File: src/rtl/mem_wb_stage_reg.sv
// MEM/WB pipeline register: captures MEM results for the writeback mux and
// tracks retirement (valid bit, HALT latch, 16-bit retired-instruction count).
module mem_wb_stage_reg #(
    parameter int N  = 16,
    parameter int RW = 3
) (
    input  logic          clk,
    input  logic          rst,
    input  logic          stall,
    input  logic          flush,
    input  logic          mem_valid,
    input  logic [N-1:0]  mem_alu_out,
    input  logic [N-1:0]  mem_rd_data,
    input  logic          mem_mem_to_reg,
    input  logic          mem_reg_write,
    input  logic [RW-1:0] mem_wr_reg,
    input  logic          mem_halt,
    output logic          wb_valid,
    output logic [N-1:0]  wb_alu_out,
    output logic [N-1:0]  wb_mem_out,
    output logic          wb_mem_to_reg,
    output logic          wb_reg_write,
    output logic [RW-1:0] wb_wr_reg,
    output logic          halted,
    output logic [15:0]   retire_cnt
);

    typedef enum logic {RUN = 1'b0, HALT = 1'b1} state_t;

    state_t        state_q, state_d;
    logic          valid_q, valid_d;
    logic [N-1:0]  alu_q, alu_d;
    logic [N-1:0]  mem_q, mem_d;
    logic          m2r_q, m2r_d;
    logic          rw_q, rw_d;
    logic [RW-1:0] wr_q, wr_d;
    logic [15:0]   cnt_q, cnt_d;
    logic          retire;

    // A retirement is a non-stalled, non-flushed load of a real instruction.
    assign retire = (state_q == RUN) && !stall && !flush && mem_valid;

    always_ff @(posedge clk) begin
        if (!rst) state_q <= RUN;
        else      state_q <= state_d;
    end

    always_comb begin
        state_d = state_q;
        if (retire && mem_halt) state_d = HALT;
    end

    always_comb begin
        valid_d = valid_q;
        alu_d   = alu_q;
        mem_d   = mem_q;
        m2r_d   = m2r_q;
        rw_d    = rw_q;
        wr_d    = wr_q;
        cnt_d   = cnt_q;
        case (state_q)
            RUN: begin
                if (!stall) begin
                    alu_d   = mem_alu_out;
                    mem_d   = mem_rd_data;
                    m2r_d   = mem_mem_to_reg;
                    wr_d    = mem_wr_reg;
                    valid_d = mem_valid && !flush;
                    rw_d    = mem_reg_write && mem_valid && !flush;
                end
                if (retire) cnt_d = cnt_q + 16'd1;
            end
            // Halted: stall is ignored so HALT shows on wb_* for exactly one cycle.
            HALT: begin
                valid_d = 1'b0;
                rw_d    = 1'b0;
            end
            default: ;
        endcase
    end

    always_ff @(posedge clk) begin
        if (!rst) begin
            valid_q <= 1'b0;
            alu_q   <= '0;
            mem_q   <= '0;
            m2r_q   <= 1'b0;
            rw_q    <= 1'b0;
            wr_q    <= '0;
            cnt_q   <= '0;
        end else begin
            valid_q <= valid_d;
            alu_q   <= alu_d;
            mem_q   <= mem_d;
            m2r_q   <= m2r_d;
            rw_q    <= rw_d;
            wr_q    <= wr_d;
            cnt_q   <= cnt_d;
        end
    end

    assign wb_valid      = valid_q;
    assign wb_alu_out    = alu_q;
    assign wb_mem_out    = mem_q;
    assign wb_mem_to_reg = m2r_q;
    assign wb_reg_write  = rw_q;
    assign wb_wr_reg     = wr_q;
    assign halted        = (state_q == HALT);
    assign retire_cnt    = cnt_q;

endmodule

File: config.mk
export PLATFORM = sky130hd
export DESIGN_NAME = mem_wb_stage_reg
export DESIGN_NICKNAME = d
export VERILOG_FILES = /design/src/rtl/mem_wb_stage_reg.sv
export SDC_FILE = /design/constraint.sdc
export NUM_CORES = 1
export LEC_CHECK = 0
export ABC_CLOCK_PERIOD_IN_PS = 3400
export CAP_MARGIN = 20
export CORE_MARGIN = 5
export CORE_UTILIZATION = 30
export CTS_BUF_LIST = sky130_fd_sc_hd__clkbuf_8
export DETAILED_ROUTE_END_ITERATION = 10
export GPL_ROUTABILITY_DRIVEN = 0
export PLACE_DENSITY_LB_ADDON = 0.2
export SETUP_SLACK_MARGIN = 0.1
export SYNTH_ARGS = -nofsm -noshare
export SYNTH_HDL_FRONTEND = slang
export SYNTH_SLANG_ARGS = --single-unit
File: constraint.sdc
create_clock -name clk -period 3.4 [get_ports clk]
set_input_delay 0.85 -clock clk [delete_from_list [all_inputs] [get_ports clk]]
set_output_delay 0.85 -clock clk [all_outputs]
set_load 0.005 [all_outputs]
==> results of run 1 <==
per-stage QoR:
stage	power (mW)	util (%)	hold slack (ns)	cells	setup slack, ns
5_1_grt	1.381	47.94	0.4744	424	1.112
3_3_place_gp	0.8764	46.15	0.4414	416	0.9327
2_1_floorplan	0.7593	-	0.4527	249	1.551
4_1_cts	1.344	47.94	0.4617	424	1.180
6_report	1.323	47.94	0.4572	424	1.207
3_5_place_dp	0.8782	46.15	0.4465	416	0.8627
layout make-up:
class	count	area (um2)	area share, %
Multi-Input combinational cell	178	908.4	28.04
Tap cell	80	100.1	3.090
Inverter	2	7.507	0.2317
Sequential cell	55	1101	33.99
Timing Repair Buffer	101	1001	30.90
Clock inverter	2	38.79	1.197
Clock buffer	6	82.58	2.549
Yosys cell counts:
| cell type | count | area [um2] |
|---|---|---|
| a21oi_1 | 41 | 205.2 |
| a22oi_1 | 1 | 7.510 |
| and2_1 | 2 | 12.51 |
| and3_1 | 1 | 6.260 |
| and4_1 | 3 | 26.28 |
| buf_2 | 2 | 10.01 |
| clkbuf_1 | 12 | 45.04 |
| clkinv_1 | 1 | 3.750 |
| dfxtp_1 | 55 | 1101 |
| ha_1 | 1 | 12.51 |
| inv_1 | 1 | 3.750 |
| mux2i_1 | 5 | 50.05 |
| nand2_1 | 79 | 296.5 |
| nand2b_1 | 4 | 25.02 |
| nand3_1 | 5 | 25.02 |
| nand4_1 | 4 | 25.02 |
| nand4_2 | 1 | 12.51 |
| nor2_1 | 13 | 48.80 |
| nor2b_1 | 1 | 6.260 |
| nor3b_2 | 1 | 12.51 |
| nor4b_4 | 1 | 23.77 |
| o21ai_0 | 3 | 15.01 |
| or2_2 | 1 | 6.260 |
| or3_1 | 3 | 18.77 |
| xnor2_1 | 1 | 8.760 |
| xor2_1 | 7 | 61.31 |
worst min path at each step:
stage	start	end	slack [ns]
floorplan	wb_alu_out[0]	wb_alu_out[0]	0.45
global placement	wb_mem_out[14]	wb_mem_out[14]	0.44
detailed placement	wb_alu_out[4]	wb_alu_out[4]	0.45
CTS	wb_mem_to_reg	wb_mem_to_reg	0.46
global route	wb_mem_out[4]	wb_mem_out[4]	0.47
finish	wb_alu_out[11]	wb_alu_out[11]	0.46
worst reg2reg max path, delay by kind of cell, from the launching register on:
family	cells	cell delay [ns]
flip-flops	1	0.39
multiplexers	1	0.19
AND/OR/NAND/NOR	3	0.90
cells by family (layout without fill, tap and decap cells):
family / Yosys count / in the layout / synth area share (%)
XOR/XNOR: 8 / 8 / 3.386
AO/OA/AOI/OAI: 45 / 45 / 11.00
multiplexers: 5 / 5 / 2.418
buffers and inverters: 16 / 111 / 3.022
adder cells (fa/ha/maj): 1 / 1 / 0.6045
AND/OR/NAND/NOR: 119 / 119 / 26.36
flip-flops: 55 / 55 / 53.20
layer usage:
metal  share of wire (%)  up-vias  wire length (um)
li1                    -     1004                 -
met1                  46      867              2565
met2                  44       64              2433
met3                 8.4        6               465
met4                 1.4        0                76
met5                   0        -                 0
power by group:
group / switching [mW] / total (mW) / internal, mW
clock: 0.220 / 0.463 / 0.243
sequential: 0.0135 / 0.684 / 0.671
combinational: 0.0691 / 0.176 / 0.107
total: 0.303 / 1.32 / 1.02
==> results.py, run 1 <==
metrics = {
    "outcome": {
        "status": "complete, no violations",
    },
    "die": {
        "die_h_um": 93.06,
        "die_area_mm2": 0.008659,
        "core_area_mm2": 0.006756,
        "rows": 30,
        "io_pins": 98,
        "die_w_um": 93.06,
        "start_util_pct": 30.63,
    },
    "power": {
        "static-leakage-power_nw": 1.217,
        "power_density_mw_per_mm2": 408.5,
        "peakVddDrop_v": 0.0001667,
    },
    "worst_setup_path": {
        "cp-start-kind": "flop",
        "worstReg2RegStart": "halted",
        "path_depth": 1,
        "worstReg2RegEnd": "retire_cnt[15]",
        "reg2regPathDepth": 4,
        "critical_path_class": "flop to primary output",
        "cpPeakStageDelay_ns": 0.56,
        "crit_family": "buffers and inverters",
        "worstSetupEndpointType": "primary output",
        "crit_path_top_delay_cell": "clkdlybuf4s50_1",
        "cp-endpoint": "halted",
        "critical_path.startpoint": "halted",
        "required_ns": 2.55,
        "rrSetupSlack_ns": 1.85,
        "cp_cell_sequence": "clkdlybuf4s50_1",
        "crit_arrival_ns": 1.34,
        "crit_buf_inv": 1,
        "critPathMaxFanout": 6,
    },
    "placement": {
        "portBuffers": 97,
        "dpl-instance-area_mm2": 0.003118,
        "dp_hpwl_mm": 3.870,
    },
    "grt": {
        "grtUsageMet1_pct": 16.08,
        "grt_usage_pct": 12.57,
        "grt_pass1_wl_mm": 8.749,
        "use_met3_pct": 4.907,
        "top_usage_layer": "met2",
        "antenna_found_initial": 0,
        "grt_max_degree": 37,
        "grt_overflow": 0,
        "grt_pass1_vias": 1770,
        "grtUsageMet2_pct": 19.26,
    },
    "finish": {
        "layout_common_cells": "clkdlybuf4s50_1 (97), nand2_1 (79), dfxtp_1 (55)",
        "num_antenna_cells": 0,
        "final_layout_size_suffix_gt1_share_pct": 4.942,
        "fin_area_mm2": 0.003239,
        "final_common_cell": "clkdlybuf4s50_1",
        "syn_to_final_growth_pct": 56.53,
        "nets": 387,
        "fillers": 672,
    },
    "clock_tree": {
        "cts.sinks": 55,
        "cts_root_buffer": "clkbuf_8",
        "worstSkewPairLatency_ns": 0.31,
        "path_clk_slew_ns": 0.10,
        "postCtsHoldBufs": 0,
        "cts_tree": "done",
        "cts_setup_buffers": 0,
        "ctsResizeCount": 0,
        "cts-buffers-inserted": 5,
        "h-tree-depth": 2,
        "cts_buffer_depth": 2,
    },
    "worst_hold_path": {
        "worstHoldPathCells": 2,
        "hold_path_class": "flop to flop",
    },
    "synthesis": {
        "synth_area_mm2": 0.002069,
        "syn_inst": 249,
        "synth_area_per_cell_um2": 8.311,
        "synth_warnings": 0,
        "synth_nets": 293,
        "ys_ff_latch": 55,
        "yosysSeqAreaShare_pct": 53.20,
        "synth.distinct_cells": 26,
    },
    "sta": {
        "tns_ns": 0,
        "rsz0062_at_grt": "no",
        "clock_skew_ns": 0.009871,
        "fin_crit_sh_pct": 64.49,
        "setup_viol": 0,
        "fmax_ghz": 0.4561,
        "hold_violations": 0,
        "min_period_ns": 2.193,
        "worst_pin_slew_ns": 0.7109,
        "drv_slew": 0,
        "max_slew_margin_pct": 52.61,
    },
    "routing": {
        "drt_iter0_markers": 84,
        "wl_per_cell_um": 13.07,
        "wl_mm": 5.540,
        "route.detailed.drc": 0,
        "ant_nets": 0,
        "via_count": 1941,
        "first_pass_iters": 4,
        "viasPerCell": 4.578,
    },
    "job": {
        "maxCapViolCount": 0,
    },
}
Power figures use the tool's default switching activity.
==> run 2: changes to the inputs <==
--- a/config.mk
+++ b/config.mk
@@ -5,7 +5,7 @@
 export SDC_FILE = /design/constraint.sdc
 export NUM_CORES = 1
 export LEC_CHECK = 0
-export ABC_CLOCK_PERIOD_IN_PS = 3400
+export ABC_CLOCK_PERIOD_IN_PS = 2200
 export CAP_MARGIN = 20
 export CORE_MARGIN = 5
 export CORE_UTILIZATION = 30
==> constraint.sdc (replaced) <==
create_clock -name clk -period 2.2 [get_ports clk]
set_input_delay 0.55 -clock clk [delete_from_list [all_inputs] [get_ports clk]]
set_output_delay 0.55 -clock clk [all_outputs]
set_load 0.005 [all_outputs]
==> run 2 against run 1 <==
Via count is 0.36% higher. Register-to-register slack worse by 1.2 ns. Sequential share of layout area is 0.066 points higher. Hold slack worse by 0.0019 ns. Flip-flop and latch count stayed put. Routed wire length is 2.3% lower. Critical path depth stayed put. Setup slack worse by 0.90 ns. Core utilization is 0.092 points lower. Global-route usage hardly changed. Cell count is 0.24% higher. Critical endpoint unchanged. Highest routed layer unchanged.
==> results.py, run 2 (synthesized netlist as in run 1, its figures left out) <==
metrics = {
    "outcome": {
        "status": "complete, no violations",
    },
    "die": {
        "die_w_um": 93.06,
        "die_area_mm2": 0.008659,
        "rows": 30,
        "die_h_um": 93.06,
        "start_util_pct": 30.63,
        "core_area_mm2": 0.006756,
        "io_pins": 98,
    },
    "worst_setup_path": {
        "worstSetupEndpointType": "primary output",
        "crit_path_top_delay_cell": "clkdlybuf4s50_1",
        "path_depth": 1,
        "crit_buf_inv": 1,
        "crit_family": "buffers and inverters",
        "critPathMaxFanout": 6,
        "cp_cell_sequence": "clkdlybuf4s50_1",
        "critical_path_class": "flop to primary output",
        "crit_arrival_ns": 1.35,
        "reg2regPathDepth": 4,
        "required_ns": 1.65,
        "cpPeakStageDelay_ns": 0.56,
        "cp-start-kind": "flop",
    },
    "clock_tree": {
        "cts_buffer_depth": 2,
        "ctsResizeCount": 0,
        "cts-buffers-inserted": 5,
        "worstSkewPairLatency_ns": 0.30,
        "h-tree-depth": 2,
        "cts.sinks": 55,
        "cts_tree": "done",
        "postCtsHoldBufs": 0,
        "path_clk_slew_ns": 0.10,
        "cts_root_buffer": "clkbuf_8",
        "cts_setup_buffers": 0,
    },
    "job": {
        "maxCapViolCount": 0,
    },
    "grt": {
        "grt_pass1_vias": 1860,
        "antenna_found_initial": 0,
        "grt_usage_pct": 12.58,
        "grt_max_degree": 52,
        "grt_pass1_wl_mm": 8.866,
        "grt_overflow": 0,
    },
    "power": {
        "power_frac_clock_pct": 30.1,
        "swShare_pct": 23.39,
        "static-leakage-power_nw": 1.217,
        "combinationalPowerShare_pct": 14.5,
        "p_sw_mw": 0.4459,
        "power_density_mw_per_mm2": 589.6,
        "power.internal_mw": 1.460,
        "peakVddDrop_v": 0.0003149,
        "seqPwrFrac_pct": 55.5,
    },
    "placement": {
        "dp_hpwl_mm": 3.740,
        "dpl-instance-area_mm2": 0.003138,
        "portBuffers": 97,
    },
    "sta": {
        "tns_ns": 0,
        "setup_viol": 0,
        "min_period_ns": 1.896,
        "max_slew_margin_pct": 53.40,
        "fin_hold_ws_ns": 0.4553,
        "drv_slew": 0,
        "hold_violations": 0,
        "fin_crit_sh_pct": 86.18,
        "worst_pin_slew_ns": 0.6989,
        "fmax_ghz": 0.5275,
        "rsz0062_at_grt": "no",
        "clock_skew_ns": 0.01091,
    },
    "routing": {
        "wl_per_cell_um": 12.73,
        "ant_nets": 0,
        "wl_mm": 5.411,
        "first_pass_iters": 4,
        "drt_iter0_markers": 53,
        "viasPerCell": 4.584,
        "via_count": 1948,
        "route.detailed.drc": 0,
    },
    "finish": {
        "num_antenna_cells": 0,
        "nets": 388,
        "fin_area_mm2": 0.003233,
        "syn_to_final_growth_pct": 56.23,
        "final_layout_size_suffix_gt1_share_pct": 4.928,
        "layout_common_cells": "clkdlybuf4s50_1 (97), nand2_1 (79), dfxtp_1 (55)",
        "final_common_cell": "clkdlybuf4s50_1",
    },
    "worst_hold_path": {
        "hold_path_class": "flop to flop",
        "worstHoldPathCells": 2,
    },
}
## run 2: cell count changes in the layout (fill, tap and decap cells not counted), sizes merged
| cell | change |
|---|---|
| bufinv | -1 |
| buf | +1 |
| clkinv | +1 |
## run 2: power groups by stage
stage | sequential [mW] | clock [mW] | combinational [mW]
4_1_cts | 1.06 | 0.608 | 0.281
3_3_place_gp | 1.08 | 0 | 0.280
3_5_place_dp | 1.08 | 0 | 0.280
6_report | 1.06 | 0.573 | 0.275
2_1_floorplan | 1.08 | 0 | 0.0891
5_1_grt | 1.06 | 0.637 | 0.302
## run 2: worst paths after layout
check / slack, ns / from / endpoint
worst min register to register: 0.46 / wb_mem_to_reg / wb_mem_to_reg
worst max register to register: 0.63 / halted / retire_cnt[15]
worst min-delay path: 0.46 / wb_mem_to_reg / wb_mem_to_reg
worst max-delay path: 0.30 / halted / halted
## run 2: through the flow
stage | util [%] | setup WS [ns] | instances | total power [mW]
2_1_floorplan | - | 0.6509 | 249 | 1.174
3_3_place_gp | 46.44 | 0.03995 | 417 | 1.359
3_5_place_dp | 46.44 | 0.02184 | 417 | 1.361
4_1_cts | 47.85 | 0.2826 | 425 | 1.947
5_1_grt | 47.85 | 0.2150 | 425 | 2.004
6_report | 47.85 | 0.3041 | 425 | 1.906
## run 2: area by class of cell
cell class | instances | area, um2
fill | 693 | 3523
sequential | 55 | 1101
timing repair buffer | 102 | 1021
multi-input combinational | 178 | 908.4
tap | 80 | 100.1
clock buffer | 6 | 82.58
clock inverter | 2 | 12.51
inverter | 2 | 7.507
## run 2: metal layers
layer | global-route usage (%) | share of wire, % | vias up
met5 | 0 | 0 | -
met4 | 4.396 | 1.1 | 0
met3 | 4.183 | 6.9 | 4
met2 | 19.98 | 46 | 64
met1 | 15.97 | 46 | 871
li1 | - | - | 1009
==> RTL change, RTL diff (settings of run 2) <==
Register the output `retire_cnt` once more, with the module's reset; this adds one clock of latency there. The other outputs are not delayed to match.
--- a/src/rtl/mem_wb_stage_reg.sv
+++ b/src/rtl/mem_wb_stage_reg.sv
@@ -106,7 +106,13 @@
     assign wb_reg_write  = rw_q;
     assign wb_wr_reg     = wr_q;
     assign halted        = (state_q == HALT);
-    assign retire_cnt    = cnt_q;
+    always_ff @(posedge clk) begin
+        if (!rst) begin
+            retire_cnt <= '0;
+        end else begin
+            retire_cnt <= cnt_q;
+        end
+    end
 
 endmodule
 
Function: changed (a bounded check fails within 4 cycles, from zero or initial values and one cycle with rst low).
==> RTL change against run 2 <==
- wire length up 14%
- count of clock-buffer cells in the layout rose by 5
- register-to-register slack worse by 0.10 ns
- synthesized cell count is 12% higher
- synthesized area is 20% higher
- power rose by 46%
- setup slack got worse by 0.033 ns
- design area up 19%
- cell count rose by 15%
- sequential cell count up 16
- sequential power is 27% higher
- critical endpoint is now cnt_q[10]
- highest routed layer unchanged
==> RTL change: results (changes against run 2) <==
| Metric | Value |
|---|---|
| Status | finished, final reports clean (unchanged) |
| Skew final | 0.00795 ns (was 0.0109 ns) |
| Dpl hpwl | 4400 um (was 3740 um) |
| Initial drt markers | 55 (was 53) |
| Cells after Synth | 278 (was 249) |
| Post-synth cell types | 26 (unchanged) |
| Detailed Route WL | 6160 um (was 5410 um) |
| PortBufs | 97 (unchanged) |
| Diode count | 0 (unchanged) |
| Worst Setup EP | cnt_q[10] (was halted) |
| Clk root buf | clkbuf_8 (unchanged) |
| WL/cell | 12.6 um (was 12.7 um) |
| Worst VDD drop | 0.453 mV (was 0.315 mV) |
| Vias in the first global route | 2198 (was 1860) |
| Layout cell share with drive strength beyond 1 | 0.0753 (was 0.0493) |
| Hold Crit Class | reg2reg (unchanged) |
| Worst-path clk slew | 0.07 ns (was 0.10 ns) |
| Placed insts | 474 (was 417) |
| Setup bufs post-CTS | 0 (unchanged) |
| Seq/Total Area, Yosys | 0.575 (was 0.532) |
| First-pass GRT wire length | 10500 um (was 8870 um) |
| Routed Antenna Nets | 0 (unchanged) |
| TritonCTS buffer count | 9 (was 5) |
| Net count, final | 424 (was 388) |
| R2R depth | 5 (was 4) |
| Max H-tree Level | 3 (was 2) |
| Main synth FF type | dfxtp_1 (unchanged) |
| Fraction of registers with async set or reset after synthesis | 0 (unchanged) |
| Antenna violations before repair | 0 (unchanged) |
| DR vias/cell | 4.38 (was 4.58) |
| Crit end category | flip-flop (was output pin) |
| Net Count, Synth | 322 (was 293) |
| CP startpoint | stall (was halted) |
| Most instantiated cells after synthesis | 75 x nand2_1, 71 x dfxtp_1, 41 x a21oi_1 (was 79 x nand2_1, 55 x dfxtp_1, 41 x a21oi_1) |
| Post-CTS sizing | 0 (unchanged) |
| Clock Tree Buf Depth | 2 (unchanged) |
| R2r startpoint | halted (unchanged) |
| Drt first pass iters | 4 (unchanged) |
| Crit path DAT | 2.19 ns (was 1.35 ns) |
| Leak Pwr | 0.00148 uW (was 0.00122 uW) |
| YS warnings | 0 (unchanged) |
| Least-Margin Pin Slew | 0.276 ns (was 0.699 ns) |
| Worst-Skew Late Latency | 0.33 ns (was 0.30 ns) |
| Gr usage total | 0.130 (was 0.126) |
| Worst hold path depth | 2 (unchanged) |
| Largest net degree at the start of global routing | 37 (was 52) |
| R2R Setup Slk | 0.53 ns (was 0.63 ns) |
| Synth area leaders | dfxtp_1 57%, nand2_1 11%, a21oi_1 8.3% (was dfxtp_1 53%, nand2_1 14%, a21oi_1 9.9%) |
| Crit-path max FO | 12 (was 6) |
RTL change: cell types whose count changed after synthesis, moves of 4 or more:
cell and change:
and2_1 +15, dfxtp_1 +16, mux2_1 +4, mux2i_1 -4
nand2_1 -4, nand2b_1 -4, nor2_1 +5
RTL change: power breakdown:
part           internal (uW)  switching [uW]
logic                    177             112
clock network            691             456
registers               1330            22.5
RTL change: cell type report:
class | count | area [um^2]
clock buffer | 11 | 151
clock inverter | 5 | 72.6
fill | 797 | 4290
inverter | 2 | 7.51
multi-input combinational | 190 | 986
sequential | 71 | 1420
tap | 105 | 131
timing repair buffer | 106 | 1080
RTL change: worst min-delay path by stage:
stage / startpoint / to / slack (ns)
floorplan: cnt_q[15] / retire_cnt[15] / 0.45
global placement: wb_mem_out[7] / wb_mem_out[7] / 0.44
detailed placement: wb_alu_out[9] / wb_alu_out[9] / 0.45
CTS: wb_alu_out[9] / wb_alu_out[9] / 0.46
global route: wb_mem_out[15] / wb_mem_out[15] / 0.47
finish: wb_mem_out[15] / wb_mem_out[15] / 0.45
RTL change: logic make-up after synthesis:
logic type,count (synthesis),synth area share
simple gates,131,0.250
flops,71,0.575
compound gates,45,0.0921
buf+inv,17,0.0278
xor+xnor,8,0.0283
mux,5,0.0223
fa+ha+maj,1,0.00506
RTL change: per-stage QoR:
step / util / setup TNS (ns) / instance area (um^2) / worst slack [ns]
after floorplan: - / 0 / 2470 / 0.471
after global placement: 0.445 / -0.185 / 3620 / -0.0643
after detailed placement: 0.445 / -0.320 / 3620 / -0.0868
after CTS: 0.473 / 0 / 3850 / 0.256
after global routing: 0.473 / 0 / 3850 / 0.137
final: 0.473 / 0 / 3850 / 0.271
RTL change: critical path, cell delays in order:
cell	delay, ns
clkdlybuf4s50_1	0.45
nor4b_4	0.29
buf_4	0.23
nand4_2	0.17
or3_1	0.33
a21oi_1	0.15
RTL change: metal layers:
layer,vias to the layer above,global-route usage,share of wire
li1,1109,-,-
met1,955,0.154,0.43
met2,73,0.200,0.45
met3,8,0.0699,0.11
met4,0,0.0425,0.016
met5,-,0,0
